[config.mk]
export PLATFORM = sky130hd
export DESIGN_NAME = mem_stage_flat
export DESIGN_NICKNAME = d
export VERILOG_FILES = /design/src/rtl/mem_stage_pkg.sv /design/src/rtl/mem_stage_if.sv /design/src/rtl/mem_stage_load_align.sv /design/src/rtl/mem_stage.sv /design/src/flat_wrapper.sv
export SDC_FILE = /design/constraint.sdc
export NUM_CORES = 1
export LEC_CHECK = 0
export CORE_UTILIZATION = 40
export CTS_BUF_LIST = sky130_fd_sc_hd__clkbuf_16
export CTS_CLUSTER_SIZE = 10
export DETAILED_ROUTE_END_ITERATION = 16
export HOLD_SLACK_MARGIN = 0.02
export PLACE_DENSITY = 0.73
export SYNTH_ARGS = -nofsm -noshare
export SYNTH_HDL_FRONTEND = slang
export SYNTH_SLANG_ARGS = --single-unit
export TNS_END_PERCENT = 100
[constraint.sdc]
create_clock -name clk -period 2.43 [get_ports clk]
set_input_delay 0.243 -clock clk [delete_from_list [all_inputs] [get_ports clk]]
set_output_delay 0.243 -clock clk [all_outputs]
set_load 0.005 [all_outputs]
[src/rtl/mem_stage_pkg.sv]
// Shared definitions for the memory stage: FSM states, width codes, fault codes
// and the request-side legality / lane helpers.
package mem_stage_pkg;

  typedef enum logic [1:0] {
    ST_IDLE = 2'd0,
    ST_REQ  = 2'd1,
    ST_WAIT = 2'd2,
    ST_DONE = 2'd3
  } state_t;

  localparam logic [2:0] F3_BYTE   = 3'b000;
  localparam logic [2:0] F3_HALF   = 3'b001;
  localparam logic [2:0] F3_WORD   = 3'b010;
  localparam logic [2:0] F3_BYTE_U = 3'b100;
  localparam logic [2:0] F3_HALF_U = 3'b101;

  localparam logic [1:0] FAULT_NONE    = 2'b00;
  localparam logic [1:0] FAULT_ILLEGAL = 2'b01;
  localparam logic [1:0] FAULT_TIMEOUT = 2'b10;

  // Unsigned widths only exist for loads; both op bits set is treated as illegal.
  function automatic logic op_legal(input logic       is_load,
                                    input logic       is_store,
                                    input logic [2:0] funct3,
                                    input logic [1:0] addr_lo);
    logic width_ok;
    logic aligned;
    width_ok = 1'b0;
    aligned  = 1'b0;
    case (funct3)
      F3_BYTE:   begin width_ok = 1'b1;    aligned = 1'b1;          end
      F3_HALF:   begin width_ok = 1'b1;    aligned = ~addr_lo[0];   end
      F3_WORD:   begin width_ok = 1'b1;    aligned = (addr_lo == 2'b00); end
      F3_BYTE_U: begin width_ok = is_load; aligned = 1'b1;          end
      F3_HALF_U: begin width_ok = is_load; aligned = ~addr_lo[0];   end
      default:   begin width_ok = 1'b0;    aligned = 1'b0;          end
    endcase
    return width_ok && aligned && !(is_load && is_store);
  endfunction

  function automatic logic [31:0] store_lanes(input logic [1:0]  size,
                                              input logic [31:0] data);
    case (size)
      2'b00:   return {4{data[7:0]}};
      2'b01:   return {2{data[15:0]}};
      default: return data;
    endcase
  endfunction

  function automatic logic [3:0] store_strobe(input logic [1:0] size,
                                              input logic [1:0] addr_lo);
    case (size)
      2'b00:   return 4'b0001 << addr_lo;
      2'b01:   return 4'b0011 << addr_lo;
      default: return 4'b1111;
    endcase
  endfunction

endpackage

[src/rtl/mem_stage_if.sv]
// Memory-side request/response bus between the memory stage and the data memory.
interface mem_stage_if;
  logic        mem_req_valid;
  logic        mem_req_ready;
  logic        mem_we;
  logic [31:0] mem_addr;
  logic [31:0] mem_wdata;
  logic [3:0]  mem_wstrb;
  logic        mem_resp_valid;
  logic [31:0] mem_rdata;

  modport master (
    output mem_req_valid, mem_we, mem_addr, mem_wdata, mem_wstrb,
    input  mem_req_ready, mem_resp_valid, mem_rdata
  );

  modport slave (
    input  mem_req_valid, mem_we, mem_addr, mem_wdata, mem_wstrb,
    output mem_req_ready, mem_resp_valid, mem_rdata
  );
endinterface

[src/rtl/mem_stage_load_align.sv]
// Combinational load lane select: picks the byte/half addressed by addr_lo out
// of the returned word and sign- or zero-extends it according to funct3.
module mem_stage_load_align
  import mem_stage_pkg::*;
(
  input  logic [2:0]  funct3,
  input  logic [1:0]  addr_lo,
  input  logic [31:0] rdata,
  output logic [31:0] data
);

  logic [7:0]  byte_lanes [4];
  logic [15:0] half_lanes [2];
  logic [7:0]  byte_sel;
  logic [15:0] half_sel;

  for (genvar gi = 0; gi < 4; gi++) begin : g_byte
    assign byte_lanes[gi] = rdata[8*gi +: 8];
  end

  for (genvar gi = 0; gi < 2; gi++) begin : g_half
    assign half_lanes[gi] = rdata[16*gi +: 16];
  end

  assign byte_sel = byte_lanes[addr_lo];
  assign half_sel = half_lanes[addr_lo[1]];

  always_comb begin
    data = rdata;
    case (funct3)
      F3_BYTE:   data = {{24{byte_sel[7]}}, byte_sel};
      F3_BYTE_U: data = {24'h0, byte_sel};
      F3_HALF:   data = {{16{half_sel[15]}}, half_sel};
      F3_HALF_U: data = {16'h0, half_sel};
      default:   data = rdata;
    endcase
  end

endmodule

[src/rtl/mem_stage.sv]
// Pipeline memory stage: checks the access, issues one request on the memory
// bus, waits for the response (with optional timeout) and reports the result.
module mem_stage
  import mem_stage_pkg::*;
#(
  parameter int TIMEOUT_CYCLES = 255
) (
  input  logic        clk,
  input  logic        rst,
  input  logic        enabled,
  input  logic        is_load,
  input  logic        is_store,
  input  logic [2:0]  funct3,
  input  logic [31:0] alu_result,
  input  logic [31:0] store_data,
  mem_stage_if.master mem,
  output logic        busy,
  output logic        completed,
  output logic [31:0] result,
  output logic [1:0]  fault
);

  localparam int              CNT_W      = (TIMEOUT_CYCLES > 1) ? $clog2(TIMEOUT_CYCLES) : 1;
  localparam logic [CNT_W-1:0] CNT_LAST  = CNT_W'(TIMEOUT_CYCLES - 1);
  localparam bit              TIMEOUT_EN = (TIMEOUT_CYCLES != 0);

  state_t      state_reg,      state_next;
  logic        req_valid_reg,  req_valid_next;
  logic        we_reg,         we_next;
  logic [31:0] addr_reg,       addr_next;
  logic [31:0] wdata_reg,      wdata_next;
  logic [3:0]  wstrb_reg,      wstrb_next;
  logic        completed_reg,  completed_next;
  logic [31:0] result_reg,     result_next;
  logic [1:0]  fault_reg,      fault_next;
  logic [CNT_W-1:0] wait_cnt_reg, wait_cnt_next;
  logic        is_load_reg,    is_load_next;
  logic [2:0]  funct3_reg,     funct3_next;
  logic [1:0]  addr_lo_reg,    addr_lo_next;

  logic [31:0] load_data;

  mem_stage_load_align u_load_align (
    .funct3  (funct3_reg),
    .addr_lo (addr_lo_reg),
    .rdata   (mem.mem_rdata),
    .data    (load_data)
  );

  always_comb begin
    state_next     = state_reg;
    req_valid_next = req_valid_reg;
    we_next        = we_reg;
    addr_next      = addr_reg;
    wdata_next     = wdata_reg;
    wstrb_next     = wstrb_reg;
    completed_next = 1'b0;
    result_next    = result_reg;
    fault_next     = fault_reg;
    wait_cnt_next  = wait_cnt_reg;
    is_load_next   = is_load_reg;
    funct3_next    = funct3_reg;
    addr_lo_next   = addr_lo_reg;

    case (state_reg)
      ST_IDLE: begin
        if (enabled) begin
          if (!is_load && !is_store) begin
            result_next    = alu_result;
            fault_next     = FAULT_NONE;
            completed_next = 1'b1;
          end else if (!op_legal(is_load, is_store, funct3, alu_result[1:0])) begin
            result_next    = alu_result;
            fault_next     = FAULT_ILLEGAL;
            completed_next = 1'b1;
          end else begin
            state_next     = ST_REQ;
            req_valid_next = 1'b1;
            we_next        = is_store;
            addr_next      = {alu_result[31:2], 2'b00};
            wdata_next     = store_lanes(funct3[1:0], store_data);
            wstrb_next     = is_store ? store_strobe(funct3[1:0], alu_result[1:0]) : 4'b0000;
            is_load_next   = is_load;
            funct3_next    = funct3;
            addr_lo_next   = alu_result[1:0];
          end
        end
      end

      ST_REQ: begin
        if (mem.mem_req_ready) begin
          state_next     = ST_WAIT;
          req_valid_next = 1'b0;
          we_next        = 1'b0;
          wstrb_next     = 4'b0000;
          wait_cnt_next  = '0;
        end
      end

      ST_WAIT: begin
        // A response arriving on the timeout cycle still wins.
        if (mem.mem_resp_valid) begin
          state_next     = ST_DONE;
          completed_next = 1'b1;
          fault_next     = FAULT_NONE;
          result_next    = is_load_reg ? load_data : 32'h0;
        end else if (TIMEOUT_EN && (wait_cnt_reg == CNT_LAST)) begin
          state_next     = ST_DONE;
          completed_next = 1'b1;
          fault_next     = FAULT_TIMEOUT;
          result_next    = 32'h0;
        end else begin
          wait_cnt_next  = wait_cnt_reg + CNT_W'(1);
        end
      end

      ST_DONE: state_next = ST_IDLE;

      default: state_next = ST_IDLE;
    endcase
  end

  always_ff @(posedge clk) begin
    if (rst) begin
      state_reg     <= ST_IDLE;
      req_valid_reg <= 1'b0;
      we_reg        <= 1'b0;
      addr_reg      <= 32'h0;
      wdata_reg     <= 32'h0;
      wstrb_reg     <= 4'b0000;
      completed_reg <= 1'b0;
      result_reg    <= 32'h0;
      fault_reg     <= FAULT_NONE;
      wait_cnt_reg  <= '0;
      is_load_reg   <= 1'b0;
      funct3_reg    <= 3'b000;
      addr_lo_reg   <= 2'b00;
    end else begin
      state_reg     <= state_next;
      req_valid_reg <= req_valid_next;
      we_reg        <= we_next;
      addr_reg      <= addr_next;
      wdata_reg     <= wdata_next;
      wstrb_reg     <= wstrb_next;
      completed_reg <= completed_next;
      result_reg    <= result_next;
      fault_reg     <= fault_next;
      wait_cnt_reg  <= wait_cnt_next;
      is_load_reg   <= is_load_next;
      funct3_reg    <= funct3_next;
      addr_lo_reg   <= addr_lo_next;
    end
  end

  assign mem.mem_req_valid = req_valid_reg;
  assign mem.mem_we        = we_reg;
  assign mem.mem_addr      = addr_reg;
  assign mem.mem_wdata     = wdata_reg;
  assign mem.mem_wstrb     = wstrb_reg;

  assign busy      = (state_reg != ST_IDLE);
  assign completed = completed_reg;
  assign result    = result_reg;
  assign fault     = fault_reg;

endmodule

[src/flat_wrapper.sv]
// flat-port wrapper written by rule: the top's interface ports become plain ports
module mem_stage_flat import mem_stage_pkg::*;
#(
  parameter int TIMEOUT_CYCLES = 255
)
  (clk, rst, enabled, is_load, is_store, funct3, alu_result, store_data, busy, completed, result, fault, mem_mem_req_valid, mem_mem_we, mem_mem_addr, mem_mem_wdata, mem_mem_wstrb, mem_mem_req_ready, mem_mem_resp_valid, mem_mem_rdata);
  mem_stage_if mem_i ();
  input  logic clk;
  input  logic rst;
  input  logic enabled;
  input  logic is_load;
  input  logic is_store;
  input  logic [2:0] funct3;
  input  logic [31:0] alu_result;
  input  logic [31:0] store_data;
  output logic busy;
  output logic completed;
  output logic [31:0] result;
  output logic [1:0] fault;
  output wire logic [$bits(mem_i.mem_req_valid)-1:0] mem_mem_req_valid;
  output wire logic [$bits(mem_i.mem_we)-1:0] mem_mem_we;
  output wire logic [$bits(mem_i.mem_addr)-1:0] mem_mem_addr;
  output wire logic [$bits(mem_i.mem_wdata)-1:0] mem_mem_wdata;
  output wire logic [$bits(mem_i.mem_wstrb)-1:0] mem_mem_wstrb;
  input wire logic [$bits(mem_i.mem_req_ready)-1:0] mem_mem_req_ready;
  input wire logic [$bits(mem_i.mem_resp_valid)-1:0] mem_mem_resp_valid;
  input wire logic [$bits(mem_i.mem_rdata)-1:0] mem_mem_rdata;
  assign mem_mem_req_valid = mem_i.mem_req_valid;
  assign mem_mem_we = mem_i.mem_we;
  assign mem_mem_addr = mem_i.mem_addr;
  assign mem_mem_wdata = mem_i.mem_wdata;
  assign mem_mem_wstrb = mem_i.mem_wstrb;
  assign mem_i.mem_req_ready = mem_mem_req_ready;
  assign mem_i.mem_resp_valid = mem_mem_resp_valid;
  assign mem_i.mem_rdata = mem_mem_rdata;
  mem_stage #(.TIMEOUT_CYCLES(TIMEOUT_CYCLES)) u_core (.clk(clk), .rst(rst), .enabled(enabled), .is_load(is_load), .is_store(is_store), .funct3(funct3), .alu_result(alu_result), .store_data(store_data), .mem(mem_i), .busy(busy), .completed(completed), .result(result), .fault(fault));
endmodule
==> summary.txt <==
Pwr
  – Sw frac: 0.286
  – Comb pwr share: 0.280
  – Seq pwr share: 0.362
  – Clk network pwr share: 0.358
  – Int Power: approximately 4.7 mW
  – P_leak: approximately 3.1 nW
  – Worst vdd ir: 503 µV
  – Final Total Pwr: around 6.5 mW
  – PwrDens: 767 mW/mm²
  – Sw Pwr: 1.87 mW

Finish
  – Synth-to-Final Area Change: 49.5%
  – Commonest non-fill, non-tap cell in the layout: clkdlybuf4s50_1
  – Ratio of cells with drive above 1 in the final layout: 0.0692
  – Final net count: 1,008
  – Ant diodes: 0
  – Final core utilization: 0.614
  – Commonest cells after routing, fill and taps aside: clkdlybuf4s50_1, nand2_1, dfxtp_1

STA
  – Fin crit share: 0.888
  – Final Hold Vio Count: 0
  – Skew final: about 0.005 ns
  – Minimum hold slack: 0.253 ns
  – Fin crit period: ~2.2 ns
  – Setup tns final: 0 ns
  – Max-slew violations: 0
  – Unrepaired setup endpoints after global routing: no
  – Worst slew pin tran: 0.969 ns
  – Relative slew slack: 0.354
  – F_max: roughly 460 MHz
  – # setup viols final: 0

Detailed routing
  – DRC errors left: 0
  – Final ANT Viol Nets: 0
  – Vias per cell: 5.36
  – Via count: 5,846
  – Total Wirelength: 18,600 µm
  – Initial detailed-routing violation count: 454
  – Drt wl/cell: 17.0 µm
  – 1st-pass router iterations: 5

Clocking
  – Num Clock Sinks: 119
  – CTS Buf Count: 17
  – Postcts setup bufs: 0
  – Clock buffer depth: 2
  – TritonCTS clock tree: built
  – H-Tree Depth: 4
  – Cts hold-fix bufs: 0
  – Root Driver: clkbuf_16
  – Clock slew at the register clock pins of the worst setup and hold paths: approximately 0.05 ns
  – Clock latency on the worst-skew pair: 0.42 ns
  – Post-cts resize count: 0

Floorplanning
  – Die X: roughly 120 µm
  – Core box area: ~0.014 mm²
  – Die height: 121 µm
  – Die ar.: 0.0147 mm²
  – Ports: 212
  – Row count: 43
  – Initial Utilization: 0.410

Setup path
  – Crit path kind: reg -> reg
  – R2R depth: 7
  – Req. time, crit path: 2.77 ns
  – Crit Path Max Fanout: 15
  – Largest stage delay, worst path: 0.61 ns
  – Critical path endpoint category: flop
  – Slowest-stage cell, CP: a21oi_2
  – CP cell instances: inv_1 > ha_1 > buf_4 > nand3_1 > a21oi_2 > a221oi_1 > nor3_1
  – CP Launch Type: flop
  – Arrival @ worst endpoint: between 2 and 2.5 ns

Global routing
  – Number of global-route vias before repair: ~5,400
  – All-Layer GR Usage: 0.254
  – Initial antenna violation count: 0
  – Grt total ovfl: 0
  – Pin count of the biggest net entering global routing: 91
  – First-pass GRT wire length: 28,700 µm

Placed design
  – PortBufs: 209
  – Placer Congestion: about 0.87
  – HPWL after DPL: about 13,000 µm

Synth
  – Area share of the largest cell type after synthesis: 0.418
  – Ys async rst share: 0
  – Area leader, netlist: dfxtp_1
  – Post-synth EDFFs: 0
  – Synth cell types: 55
  – Synth Register Bits: 119
  – Syn_area_per_cell: 8.11 µm²
  – Synth Warn #: 0
  – Register area share after synthesis: 0.418
  – Post-Syn Area: 0.00570 mm²
  – Top_reg_cell synth: dfxtp_1
  – Cells after Synth: ~700
  – Synth top area cells: dfxtp_1, nand2_1, mux2i_1, a21oi_1, o21ai_0

Worst hold path
  – Number of cells on the worst hold path: 4
  – Worst hold path class: in -> reg

Outcome
  – Run status: finished clean

Run
  – Max Cap Violations: 0
layout make-up:
class / instances / area, µm²
Clock buffer: 17 / 425
Clock inverter: 15 / 119
Fill cell: 1281 / 5360
Inverter: 10 / 37.5
Multi-Input combinational cell: 517 / 3010
Sequential cell: 119 / 2380
Tap cell: 180 / 225
Timing Repair Buffer: 232 / 2320
cells in the mapped netlist (all sizes together), types with 4 or more instances:
master     n
a211oi     9
a21o      15
a21oi     72
a221oi    23
a2bb2oi    8
a311oi     8
buf       31
clkbuf    26
dfxtp    119
ha         5
inv       10
mux2       4
mux2i     38
nand2    138
nand2b     9
nand3      6
nand4      4
nor2      63
nor3      10
o21ai     56
o21bai     5
o22a       7
xor2       5
layer usage:
metal | up-vias | global-route usage | routed length, µm
li1 | 2850 | - | -
met4 | 0 | 0.0972 | 342
met1 | 2733 | 0.328 | 8210
met5 | - | 0 | 0
met2 | 237 | 0.398 | 8520
met3 | 26 | 0.0710 | 1480
power groups by stage:
stage	clock network, mW	registers, mW	logic, mW
finish	2.34	2.36	1.83
global route	2.47	2.39	1.98
CTS	2.38	2.36	1.84
detailed placement	0	2.40	1.82
global placement	0	2.40	1.80
floorplan	0	2.40	0.868
kinds of logic after synthesis:
family,synth area share
AOI/OAI and AO/OA,0.247
xor gates and xnor gates,0.0108
adders and majority gates,0.0110
buffers and inverters,0.0562
DFF,0.418
muxes,0.0760
other,0.000658
and+or+nand+nor,0.181
per-stage QoR:
step                std cells  worst slack [ns]  cell area [µm²]
detailed placement       1058             0.167             7980
global placement         1058             0.220             7980
finish                   1090             0.273             8520
global route             1090             0.121             8520
floorplan                 703             0.598             5700
CTS                      1090             0.284             8520
final timing paths:
| check | start | end | slack (ns) |
|---|---|---|---|
| max | u_core.state_reg[0]$_SDFFE_PP0P_ | u_core.result[30]$_SDFFE_PP0P_ | 0.27 |
| min | rst | u_core.mem.mem_wstrb[3]$_SDFFE_PP0P_ | 0.25 |
| max reg2reg | u_core.state_reg[0]$_SDFFE_PP0P_ | u_core.result[30]$_SDFFE_PP0P_ | 0.27 |
| min reg2reg | u_core.mem.mem_wdata[30]$_SDFFE_PP0P_ | u_core.mem.mem_wdata[30]$_SDFFE_PP0P_ | 0.45 |
critical path, delay by kind of cell (launching register included):
| family | cells | cell delay (ns) |
|---|---|---|
| fa+ha+maj | 1 | 0.36 |
| compound gates | 2 | 0.78 |
| flops | 1 | 0.31 |
| simple gates | 2 | 0.29 |
| buf+inv | 2 | 0.31 |
Note: power is estimated with default switching activity, not from simulation.
